File: config.mk
export PLATFORM = sky130hd
export DESIGN_NAME = bch_data_correct
export DESIGN_NICKNAME = d
export VERILOG_FILES = /design/src/rtl/bch_data_correct.sv
export SDC_FILE = /design/constraint.sdc
export NUM_CORES = 1
export LEC_CHECK = 0
export CORE_MARGIN = 3
export CORE_UTILIZATION = 50
export CTS_CLUSTER_DIAMETER = 200
export DETAILED_ROUTE_END_ITERATION = 10
export GPL_ROUTABILITY_DRIVEN = 0
export MAX_ROUTING_LAYER = met4
export PLACE_DENSITY = 0.78
export SLEW_MARGIN = 30
export SYNTH_ARGS = -nofsm -noshare
export SYNTH_HDL_FRONTEND = slang
export SYNTH_SLANG_ARGS = --single-unit
File: constraint.sdc
create_clock -name clk -period 5.8 [get_ports clk]
set_input_delay 1.16 -clock clk [delete_from_list [all_inputs] [get_ports clk]]
set_output_delay 1.16 -clock clk [all_outputs]
set_load 0.02 [all_outputs]
File: src/rtl/bch_data_correct.sv
// Correction buffer: holds received data beats until the Chien search delivers matching error beats, then emits data ^ err.
// Optional macro BCH_CORRECT_COUNT_EN adds a per-word flipped-bit counter on out_flips.
module bch_data_correct #(
  parameter int DATA_BITS = 16,
  parameter int BITS      = 1,
  parameter int DEPTH     = 2
) (
  input  logic                           clk,
  input  logic                           reset,
  input  logic                           in_valid,
  input  logic                           in_first,
  input  logic [BITS-1:0]                in_data,
  output logic                           in_ready,
  input  logic                           err_valid,
  input  logic                           err_first,
  input  logic [BITS-1:0]                err,
  output logic                           out_valid,
  input  logic                           out_ready,
  output logic [BITS-1:0]                out_data,
  output logic                           out_first,
  output logic                           out_last,
  output logic [$clog2(DATA_BITS+1)-1:0] out_flips,
  output logic                           proto_err
);
  localparam int BEATS = DATA_BITS / BITS;
  localparam int CAP   = DEPTH * BEATS;
  localparam int PW    = (CAP > 1) ? $clog2(CAP) : 1;
  localparam int CW    = $clog2(CAP + 1);
  localparam int BW    = (BEATS > 1) ? $clog2(BEATS) : 1;
  localparam int FW    = $clog2(DATA_BITS + 1);

  logic [BITS-1:0] d_mem_q [CAP];
  logic [BITS-1:0] e_mem_q [CAP];
  logic [PW-1:0]   d_wp_q, d_rp_q, e_wp_q, e_rp_q;
  logic [CW-1:0]   d_cnt_q, d_cnt_d, e_cnt_q, e_cnt_d;
  logic [BW-1:0]   ic_q, ec_q, oc_q;
  logic            proto_q, proto_d;
  logic            d_push, e_ok, e_push, pop;
  logic [BITS-1:0] d_head, e_head;

  function automatic logic [PW-1:0] ptr_inc(input logic [PW-1:0] p);
    return (p == PW'(CAP - 1)) ? '0 : p + 1'b1;
  endfunction

  function automatic logic [BW-1:0] beat_inc(input logic [BW-1:0] c);
    return (c == BW'(BEATS - 1)) ? '0 : c + 1'b1;
  endfunction

  assign d_head    = d_mem_q[d_rp_q];
  assign e_head    = e_mem_q[e_rp_q];
  assign in_ready  = (d_cnt_q < CW'(CAP));
  assign out_valid = (d_cnt_q != '0) && (e_cnt_q != '0);
  assign out_data  = out_valid ? (d_head ^ e_head) : '0;
  assign out_first = out_valid && (oc_q == '0);
  assign out_last  = out_valid && (oc_q == BW'(BEATS - 1));
  assign proto_err = proto_q;

  // An error beat is only accepted when a data beat is already waiting for it.
  assign d_push = in_valid && in_ready;
  assign e_ok   = (e_cnt_q < CW'(CAP)) && (e_cnt_q < d_cnt_q);
  assign e_push = err_valid && e_ok;
  assign pop    = out_valid && out_ready;

  always_comb begin
    d_cnt_d = d_cnt_q;
    e_cnt_d = e_cnt_q;
    proto_d = proto_q;
    case ({d_push, pop})
      2'b10:   d_cnt_d = d_cnt_q + 1'b1;
      2'b01:   d_cnt_d = d_cnt_q - 1'b1;
      default: d_cnt_d = d_cnt_q;
    endcase
    case ({e_push, pop})
      2'b10:   e_cnt_d = e_cnt_q + 1'b1;
      2'b01:   e_cnt_d = e_cnt_q - 1'b1;
      default: e_cnt_d = e_cnt_q;
    endcase
    if (d_push && (in_first != (ic_q == '0)))
      proto_d = 1'b1;
    if (err_valid && ((err_first != (ec_q == '0)) || !e_ok))
      proto_d = 1'b1;
  end

  always_ff @(posedge clk) begin
    if (reset) begin
      d_wp_q  <= '0;
      d_rp_q  <= '0;
      e_wp_q  <= '0;
      e_rp_q  <= '0;
      d_cnt_q <= '0;
      e_cnt_q <= '0;
      ic_q    <= '0;
      ec_q    <= '0;
      oc_q    <= '0;
      proto_q <= 1'b0;
    end else begin
      d_cnt_q <= d_cnt_d;
      e_cnt_q <= e_cnt_d;
      proto_q <= proto_d;
      if (d_push) begin
        d_wp_q <= ptr_inc(d_wp_q);
        ic_q   <= beat_inc(ic_q);
      end
      if (e_push)
        e_wp_q <= ptr_inc(e_wp_q);
      if (err_valid)
        ec_q <= beat_inc(ec_q);
      if (pop) begin
        d_rp_q <= ptr_inc(d_rp_q);
        e_rp_q <= ptr_inc(e_rp_q);
        oc_q   <= beat_inc(oc_q);
      end
    end
  end

  always_ff @(posedge clk) begin
    if (d_push)
      d_mem_q[d_wp_q] <= in_data;
    if (e_push)
      e_mem_q[e_wp_q] <= err;
  end

`ifdef BCH_CORRECT_COUNT_EN
  logic [FW-1:0] acc_q, acc_d, flips_now;

  function automatic logic [FW-1:0] popcnt(input logic [BITS-1:0] v);
    logic [FW-1:0] s;
    s = '0;
    for (int i = 0; i < BITS; i++)
      s = s + FW'(v[i]);
    return s;
  endfunction

  assign flips_now = acc_q + popcnt(e_head);
  assign out_flips = out_last ? flips_now : '0;

  always_comb begin
    acc_d = acc_q;
    if (pop)
      acc_d = out_last ? '0 : flips_now;
  end

  always_ff @(posedge clk) begin
    if (reset)
      acc_q <= '0;
    else
      acc_q <= acc_d;
  end
`else
  assign out_flips = '0;
`endif

endmodule

==> results.toml <==
[status]
status = "finished clean"

[logic_synthesis]
synth.distinct_cells = 62
ys_warn_count = 0
synth_top_area_share = 0.3255
synth_top_area_cell = "edfxtp_1"
synth-edff-count = 64
avgSynthCellArea_sq_um = 10.45
postSynthCellCount = 565
synth.area.top_cells = "edfxtp_1, dfxtp_1, ha_1"
synthArstFlopShare = 0
synth_seq_cells = 119
synth_ff_type = "edfxtp_1"
yosysSeqAreaShare = 0.5120
netlist_area_sq_um = 5904

[setup_path]
cp-end-kind = "output pin"
crit_type = "reg2out"
start_kind = "register"
worstPathRequired_ns = 4.64
crit_fanout = 12
crit_arrival_ns = 3.26

[floorplanning]
initial_core_util = 0.5149
placementRows = 39
io_pins = 20
die_h_microns = 114.7
dieArea_sq_um = 13150
coreArea_sq_um = 11470
fp.dieW_microns = 114.7

[sta]
fmax_mhz = 226.0
rsz0062_at_grt = "false"
maxSlewHeadroom = 0.4581
period_share = 0.7629
hold_violations = 0
tightest_slew_ns = 0.8112
timing.hold.ws_ns = 0.4844
setup-violations-final = 0
skew_ns = 0.005869
report.final.slew_viol_count = 0
setup_tns_ns = 0
fin_crit_ns = 4.425

[global_routing]
grt_usage = 0.1879
grt_pass1_wl_microns = 19040
antenna_found_initial = 0
overflow = 0
grt_pass1_vias = 4164
grt_max_degree = 36

[routing]
post_drt_wl_per_cell_microns = 15.21
postRouteAntennaNets = 0
drc = 0
drtIter0Drc = 257
wl_microns = 11100
via_count = 4149
first_pass_iters = 5
via_per_inst = 5.684

[layout]
register_area_sq_um = 3023
drive_gt1_frac = 0.1005
n_antenna_cell = 0
fin_nets = 617
fill_cells = 889
final_cells = 730
postLayoutCellArea_sq_um = 6658
area_growth_pct = 12.76
layout_common_cells = "nor2_1, edfxtp_1, dfxtp_1, nand2_1, a21oi_1"
final_common_cell = "nor2_1"
multi_input_comb_area_sq_um = 2663

[clocking]
cts.clk_slew.worst_paths_ns = 0.06
cts_root_buf = "clkbuf_16"
clkLatencyLatePin_ns = 0.41
post-cts-setup-buffer-count = 0
ctsResizeCount = 0
cts_max_path_buffers = 2
cts-buffers-inserted = 17
cts_hold_buf = 0
cts_tree = "built"
cts_max_level = 4
clock-sinks = 119

[placement]
hpwl_microns = 7449
placed_area_sq_um = 6097
io_buffers = 14
place_inst = 698

[power_and_ir_drop]
swShare = 0.3298
p_comb_frac = 0.271
vdd_drop_max_uv = 335.0
intPower_mw = 1.854
cellPowerDensity_nw_per_um2 = 415.6
p_leak_nw = 2.322
clkPwrFrac = 0.353
power_frac_seq = 0.376
p_switching_mw = 0.9125

[flow_run]
maxCapViolCount = 0

[hold_path]
hold_class = "reg2reg"
worst paths after layout:
path | startpoint | end | slack, ns | depth (start not counted)
max | register | out_data | 1.38 | 7
min | e_rp_q[4] | register | 0.48 | 2
max reg2reg | e_cnt_q[1] | d_cnt_q[5] | 2.11 | 12
min reg2reg | e_rp_q[4] | register | 0.48 | 2
metal layers:
layer  vias to the layer above  GRT usage  part of all wire
li1                       2024          -                 -
met3                        17    0.04651             0.042
met5                         -          -                 0
met2                        96     0.3151              0.52
met1                      2012     0.2159              0.42
met4                         0    0.07601             0.016
stage by stage:
stage          utilization  setup WS, ns  total power [mW]
6_report            0.5806         1.375             2.767
3_5_place_dp        0.5317         1.176             1.807
2_1_floorplan            -         2.498             1.608
3_3_place_gp        0.5317         1.314             1.772
5_1_grt             0.5806         1.179             2.916
4_1_cts             0.5815         1.303             2.780
registers in the layout, indices dropped and copies added, names as in the netlist, named ones only:
name / count
e_cnt_q: 6
d_mem_q: 32
ec_q: 4
d_cnt_q: 6
e_rp_q: 5
oc_q: 4
proto_err: 1
d_wp_q: 5
e_wp_q: 5
ic_q: 4
e_mem_q: 32
d_rp_q: 5
worst max-delay path, stage by stage, from the launching register on:
cell and delay [ns]:
dfxtp_1 0.79, mux4_1 0.65, mux2_4 0.30, nand3b_2 0.07, nand4_1 0.14, xor2_1 0.16
and2_1 0.13, clkdlybuf4s50_1 0.60
cells in the mapped netlist, types with 6 or more instances:
cell type / instances
xor2_1: 10
dfxtp_1: 55
nor2_1: 98
o21ai_0: 16
edfxtp_1: 64
a31oi_1: 6
nand3b_1: 11
nand3_1: 12
nor3_1: 10
mux4_2: 8
a21oi_1: 41
and3_1: 6
nand2_1: 45
mux2i_1: 17
clkbuf_1: 16
ha_1: 33
inv_1: 19
xnor2_1: 7
power groups by stage:
| stage | sequential [mW] | clock (mW) | combinational [mW] |
|---|---|---|---|
| finish | 1.04 | 0.977 | 0.750 |
| global route | 1.05 | 1.03 | 0.837 |
| CTS | 1.04 | 0.988 | 0.753 |
| detailed placement | 1.06 | 0 | 0.750 |
| global placement | 1.05 | 0 | 0.720 |
| floorplan | 1.02 | 0 | 0.585 |
layout make-up:
type	count	share of cell area
clock buffer	20	0.07198
multi-input combinational	399	0.3999
tap	143	0.02687
clock inverter	12	0.01372
inverter	22	0.01278
timing repair buffer	15	0.02067
sequential	119	0.4540
cell families after synthesis:
group	count (synthesis)	synth area share
other	1	0.0006351
adder cells (fa/ha/maj)	34	0.07332
AND/OR/NAND/NOR	225	0.1818
flip-flops	119	0.5120
AO/OA/AOI/OAI	87	0.09091
buffers and inverters	51	0.03963
XOR/XNOR	17	0.02522
multiplexers	31	0.07650
(Power assumes the default switching activity.)
